**src/rtl/uart_rx_cfg.sv**
```systemverilog
// Configurable UART receiver: 2-flop synchroniser, oversampled 3-tap majority vote,
// parity/framing/overrun/break detection, valid/ready holding register on the output.
module uart_rx_cfg #(
  parameter int CLK_FREQ   = 50000000,
  parameter int BAUDRATE   = 115200,
  parameter int DATA_BITS  = 8,
  parameter int PARITY     = 0,
  parameter int STOP_BITS  = 1,
  parameter int OVERSAMPLE = 16
) (
  input  logic                 clk,
  input  logic                 rst_n,
  input  logic                 rx,
  output logic [DATA_BITS-1:0] data_out,
  output logic                 data_valid,
  input  logic                 data_ready,
  output logic                 parity_err,
  output logic                 frame_err,
  output logic                 overrun,
  output logic                 break_det
);

  localparam int TICK_RAW = CLK_FREQ / (BAUDRATE * OVERSAMPLE);
  localparam int TICK_DIV = (TICK_RAW < 1) ? 1 : TICK_RAW;
  localparam int DIV_W    = (TICK_DIV > 1) ? $clog2(TICK_DIV) : 1;
  localparam int OS_W     = $clog2(OVERSAMPLE);
  localparam int CNT_W    = 4;

  localparam logic [DIV_W-1:0] DIV_LAST  = DIV_W'(TICK_DIV - 1);
  localparam logic [OS_W-1:0]  OS_SAMP_A = OS_W'(OVERSAMPLE / 2 - 1);
  localparam logic [OS_W-1:0]  OS_SAMP_B = OS_W'(OVERSAMPLE / 2);
  localparam logic [OS_W-1:0]  OS_DECIDE = OS_W'(OVERSAMPLE / 2 + 1);
  localparam logic [OS_W-1:0]  OS_LAST   = OS_W'(OVERSAMPLE - 1);
  localparam logic [CNT_W-1:0] DATA_LAST = CNT_W'(DATA_BITS - 1);
  localparam logic [CNT_W-1:0] STOP_LAST = CNT_W'(STOP_BITS - 1);

  typedef enum logic [2:0] {
    S_IDLE, S_START, S_DATA, S_PARITY, S_STOP, S_BRK_WAIT
  } state_t;

  function automatic logic majority3(input logic a, input logic b, input logic c);
    return (a & b) | (a & c) | (b & c);
  endfunction

  function automatic logic parity_mismatch(input logic [DATA_BITS-1:0] d, input logic p);
    logic expected;
    expected = (PARITY == 1) ? ~(^d) : (^d);
    return (PARITY != 0) && (p != expected);
  endfunction

  state_t               state;
  logic                 rx_p0, rx_p1, rx_s;
  logic [DIV_W-1:0]     div_cnt;
  logic [OS_W-1:0]      os_cnt;
  logic [CNT_W-1:0]     bit_cnt;
  logic                 tick, samp_lo, samp_mid, decide, bit_end, vote, last_stop;
  logic                 samp_a, samp_b, par_bit, zero_acc, fe_acc;
  logic [DATA_BITS-1:0] shreg;
  logic [DATA_BITS-1:0] word_p0;
  logic                 perr_p0, ferr_p0, done_p0;

  // Stage: input synchroniser
  always_ff @(posedge clk or negedge rst_n) begin
    if (!rst_n) begin
      rx_p0 <= 1'b1;
      rx_p1 <= 1'b1;
    end else begin
      rx_p0 <= rx;
      rx_p1 <= rx_p0;
    end
  end
  assign rx_s = rx_p1;

  assign tick      = (div_cnt == DIV_LAST);
  assign samp_lo   = tick && (os_cnt == OS_SAMP_A);
  assign samp_mid  = tick && (os_cnt == OS_SAMP_B);
  assign decide    = tick && (os_cnt == OS_DECIDE);
  assign bit_end   = tick && (os_cnt == OS_LAST);
  assign vote      = majority3(samp_a, samp_b, rx_s);
  assign last_stop = (state == S_STOP) && decide && (bit_cnt == STOP_LAST);

  // Stage: control FSM, tick divider and bit counters
  always_ff @(posedge clk or negedge rst_n) begin
    if (!rst_n) begin
      state     <= S_IDLE;
      div_cnt   <= '0;
      os_cnt    <= '0;
      bit_cnt   <= '0;
      done_p0   <= 1'b0;
      break_det <= 1'b0;
    end else begin
      done_p0   <= 1'b0;
      break_det <= 1'b0;
      div_cnt   <= tick ? '0 : div_cnt + 1'b1;
      if (tick) os_cnt <= os_cnt + 1'b1;
      case (state)
        S_IDLE: begin
          if (!rx_s) begin
            state   <= S_START;
            div_cnt <= '0;
            os_cnt  <= '0;
          end
        end
        S_START: begin
          if (decide && vote) begin
            state <= S_IDLE;
          end else if (bit_end) begin
            state   <= S_DATA;
            bit_cnt <= '0;
          end
        end
        S_DATA: begin
          if (bit_end) begin
            if (bit_cnt == DATA_LAST) begin
              bit_cnt <= '0;
              state   <= (PARITY != 0) ? S_PARITY : S_STOP;
            end else begin
              bit_cnt <= bit_cnt + 1'b1;
            end
          end
        end
        S_PARITY: begin
          if (bit_end) begin
            state   <= S_STOP;
            bit_cnt <= '0;
          end
        end
        S_STOP: begin
          // Completing at the decision tick leaves half a stop bit to catch the next start edge
          if (last_stop) begin
            if (zero_acc && !vote) begin
              break_det <= 1'b1;
              state     <= S_BRK_WAIT;
            end else begin
              done_p0 <= 1'b1;
              state   <= S_IDLE;
            end
          end else if (bit_end) begin
            bit_cnt <= bit_cnt + 1'b1;
          end
        end
        S_BRK_WAIT: begin
          if (rx_s) state <= S_IDLE;
        end
        default: state <= S_IDLE;
      endcase
    end
  end

  // Stage: sample capture and frame assembly
  always_ff @(posedge clk) begin
    if (samp_lo)  samp_a <= rx_s;
    if (samp_mid) samp_b <= rx_s;
    if ((state == S_START) && bit_end) begin
      zero_acc <= 1'b1;
      fe_acc   <= 1'b0;
    end
    if (decide) begin
      case (state)
        S_DATA: begin
          shreg    <= {vote, shreg[DATA_BITS-1:1]};
          zero_acc <= zero_acc & ~vote;
        end
        S_PARITY: begin
          par_bit  <= vote;
          zero_acc <= zero_acc & ~vote;
        end
        S_STOP: begin
          fe_acc   <= fe_acc | ~vote;
          zero_acc <= zero_acc & ~vote;
        end
        default: ;
      endcase
    end
    if (last_stop) begin
      word_p0 <= shreg;
      perr_p0 <= parity_mismatch(shreg, par_bit);
      ferr_p0 <= fe_acc | ~vote;
    end
  end

  // Stage: holding register and handshake
  always_ff @(posedge clk or negedge rst_n) begin
    if (!rst_n) begin
      data_out   <= '0;
      data_valid <= 1'b0;
      parity_err <= 1'b0;
      frame_err  <= 1'b0;
      overrun    <= 1'b0;
    end else begin
      overrun <= 1'b0;
      if (data_valid && data_ready) data_valid <= 1'b0;
      if (done_p0) begin
        if (!data_valid || data_ready) begin
          data_out   <= word_p0;
          parity_err <= perr_p0;
          frame_err  <= ferr_p0;
          data_valid <= 1'b1;
        end else begin
          overrun <= 1'b1;
        end
      end
    end
  end

endmodule

```
**config.mk**
```make
export PLATFORM = sky130hd
export DESIGN_NAME = uart_rx_cfg
export DESIGN_NICKNAME = d
export VERILOG_FILES = /design/src/rtl/uart_rx_cfg.sv
export SDC_FILE = /design/constraint.sdc
export NUM_CORES = 1
export LEC_CHECK = 0
export BUFFER_PORTS_ARGS = -buffer_cell sky130_fd_sc_hd__buf_2
export CAP_MARGIN = 20
export CELL_PAD_IN_SITES_DETAIL_PLACEMENT = 0
export CELL_PAD_IN_SITES_GLOBAL_PLACEMENT = 1
export CORE_ASPECT_RATIO = 0.8
export CORE_UTILIZATION = 48
export CTS_CLUSTER_DIAMETER = 120
export CTS_CLUSTER_SIZE = 12
export DETAILED_ROUTE_END_ITERATION = 8
export PLACE_DENSITY_LB_ADDON = 0.12
export SLEW_MARGIN = 10
export SYNTH_ARGS = -nofsm -noshare
export SYNTH_HDL_FRONTEND = slang
export SYNTH_SLANG_ARGS = --single-unit
```
**constraint.sdc**
```tcl
create_clock -name clk -period 2.4 [get_ports clk]
set_input_delay 0.12 -clock clk [delete_from_list [all_inputs] [get_ports clk]]
set_output_delay 0.12 -clock clk [all_outputs]
set_load 0.03 [all_outputs]
```
==> metrics.md <==
| Metric | Value |
|---|---|
| CORE AREA | `between 4000 and 5000 um^2` |
| DR vias | `1,453` |
| Maximum vdd drop | `between 300 and 400 uV` |
| Critical Path Slowest Stage Cell | `and4b_1` |
| Clock transition at path regs | `about 0.090 ns` |
| R2R Setup Slk | `roughly 0.35 ns` |
| Arrival time worst endpoint | `between 2 and 2.5 ns` |
| # diodes | `0` |
| Drt total wl | `between 3000 and 4000 um` |
| Starting Density | `between 50% and 60%` |
| Crit path max-delay family | `simple AND/OR/NAND/NOR gates` |
| Starting DRT DRC Count | `between 40 and 50` |
| Count of cell types in the netlist | `55` |
| F_max | `a little under 500 MHz` |
| Residual DRC | `0` |
| Status | `finished clean` |
| RSZ-0062 raised after global routing | `no` |
| Setup WS pre-CTS | `0.364 ns` |
| Die area | `around 5200 um^2` |
| Clock Tree Buf Depth | `2` |
| Min setup slack post-route | `~0.35 ns` |
| Clock root cell | `clkbuf_8` |
| Largest net degree at the start of global routing | `32` |
| Critical path startpoint category | `register` |
| Worst-path cell chain | `inv_1 -> ha_1 -> and4b_1 -> nand4_1 -> inv_1` |
| Final instance area | `approximately 2600 um^2` |
| Setup Viol. Count Final | `0` |
| Vias in the first global route | `approximately 1,400` |
| Buf/Inv on CP | `2` |
| Pins over their slew limit | `0` |
| Worst endpoint required time | `around 2.4 ns` |
| First-pass GRT wire length | `7040 um` |
| Routability congestion estimate | `0.880` |
| Post-synth EDFFs | `19` |
| Slew HR | `a little over half` |
| #FFs+latches synth | `52` |
| Synth Area per Inst | `approximately 13 um^2` |
| CTS tree | `yes` |
| Cell Rows | `22` |
| Asr flop ratio synth | `between 50 and 60%` |
| PD cells | `620 nW/um^2` |
| Initial antenna violation count | `0` |
| Hold Crit Class | `in2reg` |
| Gr usage total | `around 18%` |
| Worst-path maximum fanout | `10` |
| Layout cells sized above 1 | `~25%` |
| Share of the clock period used by the worst path | `85.5%` |
| Worst path max stage delay | `roughly 0.45 ns` |
| Sink Count | `52` |
| Cell count after synthesis | `approximately 190` |
| Yosys warns | `0` |
| Worst setup EP type | `register` |
| Width of the die | `80.6 um` |
| Aggregate global routing overflow | `0` |
| Worst Max-Slew Pin Slew | `around 0.71 ns` |
| Cell Area, Placed | `between 2000 and 2500 um^2` |
| Worst skew pair latency | `~0.30 ns` |
| Min cycle time layout | `approximately 2.1 ns` |
| Number of nets still failing antenna checks after routing | `0` |
| I/O Pins | `17` |
| Detail Placement HPWL | `~2900 um` |
| Post-Route Setup TNS | `0 ns` |
| PortBufs | `15` |
| TritonCTS buffer count | `5` |
| Post-DR wirelength/cell | `between 15 and 20 um` |
| Clock skew | `about 0.0050 ns` |
| Drt pass-1 iters | `4` |
| Critical path class | `reg2reg` |
| Seq/Total Area, Yosys | `between 50% and 60%` |
| Die Ht | `between 60 and 70 um` |
| Max-cap check violation count | `0` |
| H-tree levels | `2` |
| Leakage | `1.13 nW` |
| Hold WS | `around 0.12 ns` |
| DR vias/cell | `roughly 5.5` |
| Total Power | `~1.6 mW` |
| Most used cell along the critical path | `inv_1` |
| Setup Buffers After CTS | `0` |
| Syn_nets | `slightly below 200` |
| Final Hold Vio Count | `0` |
| Cell area after synthesis | `between 2000 and 2500 um^2` |
| Nets | `approximately 210` |
| Area growth syn-to-layout | `10.7%` |
| Synth Flop Type | `dfrtp_1` |
==> layout by cell type, fill, tap and decap left out, types with 3 or more instances in the layout <==
cell / instances
or2_1: 3
buf_2: 15
xor2_1: 4
nand2b_1: 3
nand2_1: 15
nor2_1: 14
ha_1: 7
a21o_1: 3
dfrtp_1: 29
nand4_1: 4
a21oi_1: 6
mux2_2: 10
inv_1: 10
clkbuf_8: 5
edfxtp_1: 19
nand3_1: 6
==> cell families (layout without fill, tap and decap cells) <==
kind of cell / count (synthesis) / after routing / share of synthesized area, %
xor+xnor: 5 / 5 / 1.84
buf+inv: 19 / 38 / 4.43
other cells: 1 / 1 / 0.158
compound gates: 26 / 26 / 9.96
fa+ha+maj: 8 / 8 / 4.16
flops: 52 / 52 / 58.5
simple gates: 64 / 64 / 16.2
mux: 10 / 10 / 4.74
==> power breakdown <==
part	internal [mW]	total, mW	switching [mW]
combinational	0.00459	0.0181	0.0135
sequential	0.918	0.919	0.00176
clock	0.417	0.693	0.276
==> state kept, by name, summed over array words and instances (netlist names), 3 cells and up <==
name / flops
os_cnt: 4
bit_cnt: 4
word_p0: 8
state: 3
data_out: 8
div_cnt: 5
shreg: 8
==> final timing paths <==
kind	from	endpoint	depth (start not counted)
max	div_cnt[0]	word_p0[5]	5
min	data_ready	overrun	3
max reg2reg	div_cnt[0]	word_p0[5]	5
max in group asynchronous	rst_n	data_out[0]	2
min in group asynchronous	rst_n	div_cnt[3]	2
min reg2reg	rx_p0	rx_p1	0
==> final cells by class <==
cell class	count	area, um^2
well taps	60	75.1
flip-flops and latches	52	1390
inverters	11	41.3
repair buffers	19	110
multi-input cells	114	880
clock buffers	6	72.6
clock inverters	2	60.1
fillers	407	2050
==> per-stage QoR <==
stage | instances | utilization, %
after global placement | 254 | 52.9
after global routing | 264 | 56.1
final | 264 | 56.1
after detailed placement | 254 | 52.9
after floorplan | 185 | -
after CTS | 264 | 56.1
==> layer usage <==
metal,share of wire (%),vias to the layer above,GRT usage [%]
li1,-,688,-
met1,50,710,27.2
met2,43,44,24.9
met3,4.9,11,4.37
met4,1.8,0,6.92
met5,0,-,0
==> worst reg2reg max path: cells and delay by family (launching register included) <==
kind / cells / cell delay, ns
and+or+nand+nor: 2 / 0.66
buffers and inverters: 2 / 0.42
DFF: 1 / 0.43
adders and majority gates: 1 / 0.21
==> Yosys cell counts (2+ instances only) <==
master	n	area share (%)
buf_6	3	1.4
nand2_1	15	2.4
or2_1	3	0.79
nor3_1	2	0.42
buf_4	2	0.63
dfrtp_1	29	31
nand3_1	6	1.3
ha_1	7	3.7
a21o_1	3	0.95
inv_1	10	1.6
nand4_1	4	1.1
nor2_1	14	2.2
edfxtp_1	19	24
a21oi_1	6	1.3
mux2_2	10	4.7
xor2_1	4	1.5
and4b_1	2	0.84
nor2b_1	2	0.53
buf_2	3	0.63
nor3_2	2	0.84
dfstp_2	2	2.2
dfxtp_1	2	1.7
nand2b_1	3	0.79
==> what timing repair did <==
action	CTS	global route
hold buffers	2	0
resized for setup	0	0
hold endpoints to repair	30	0
setup endpoints to repair	0	0
(Power assumes the default switching activity.)
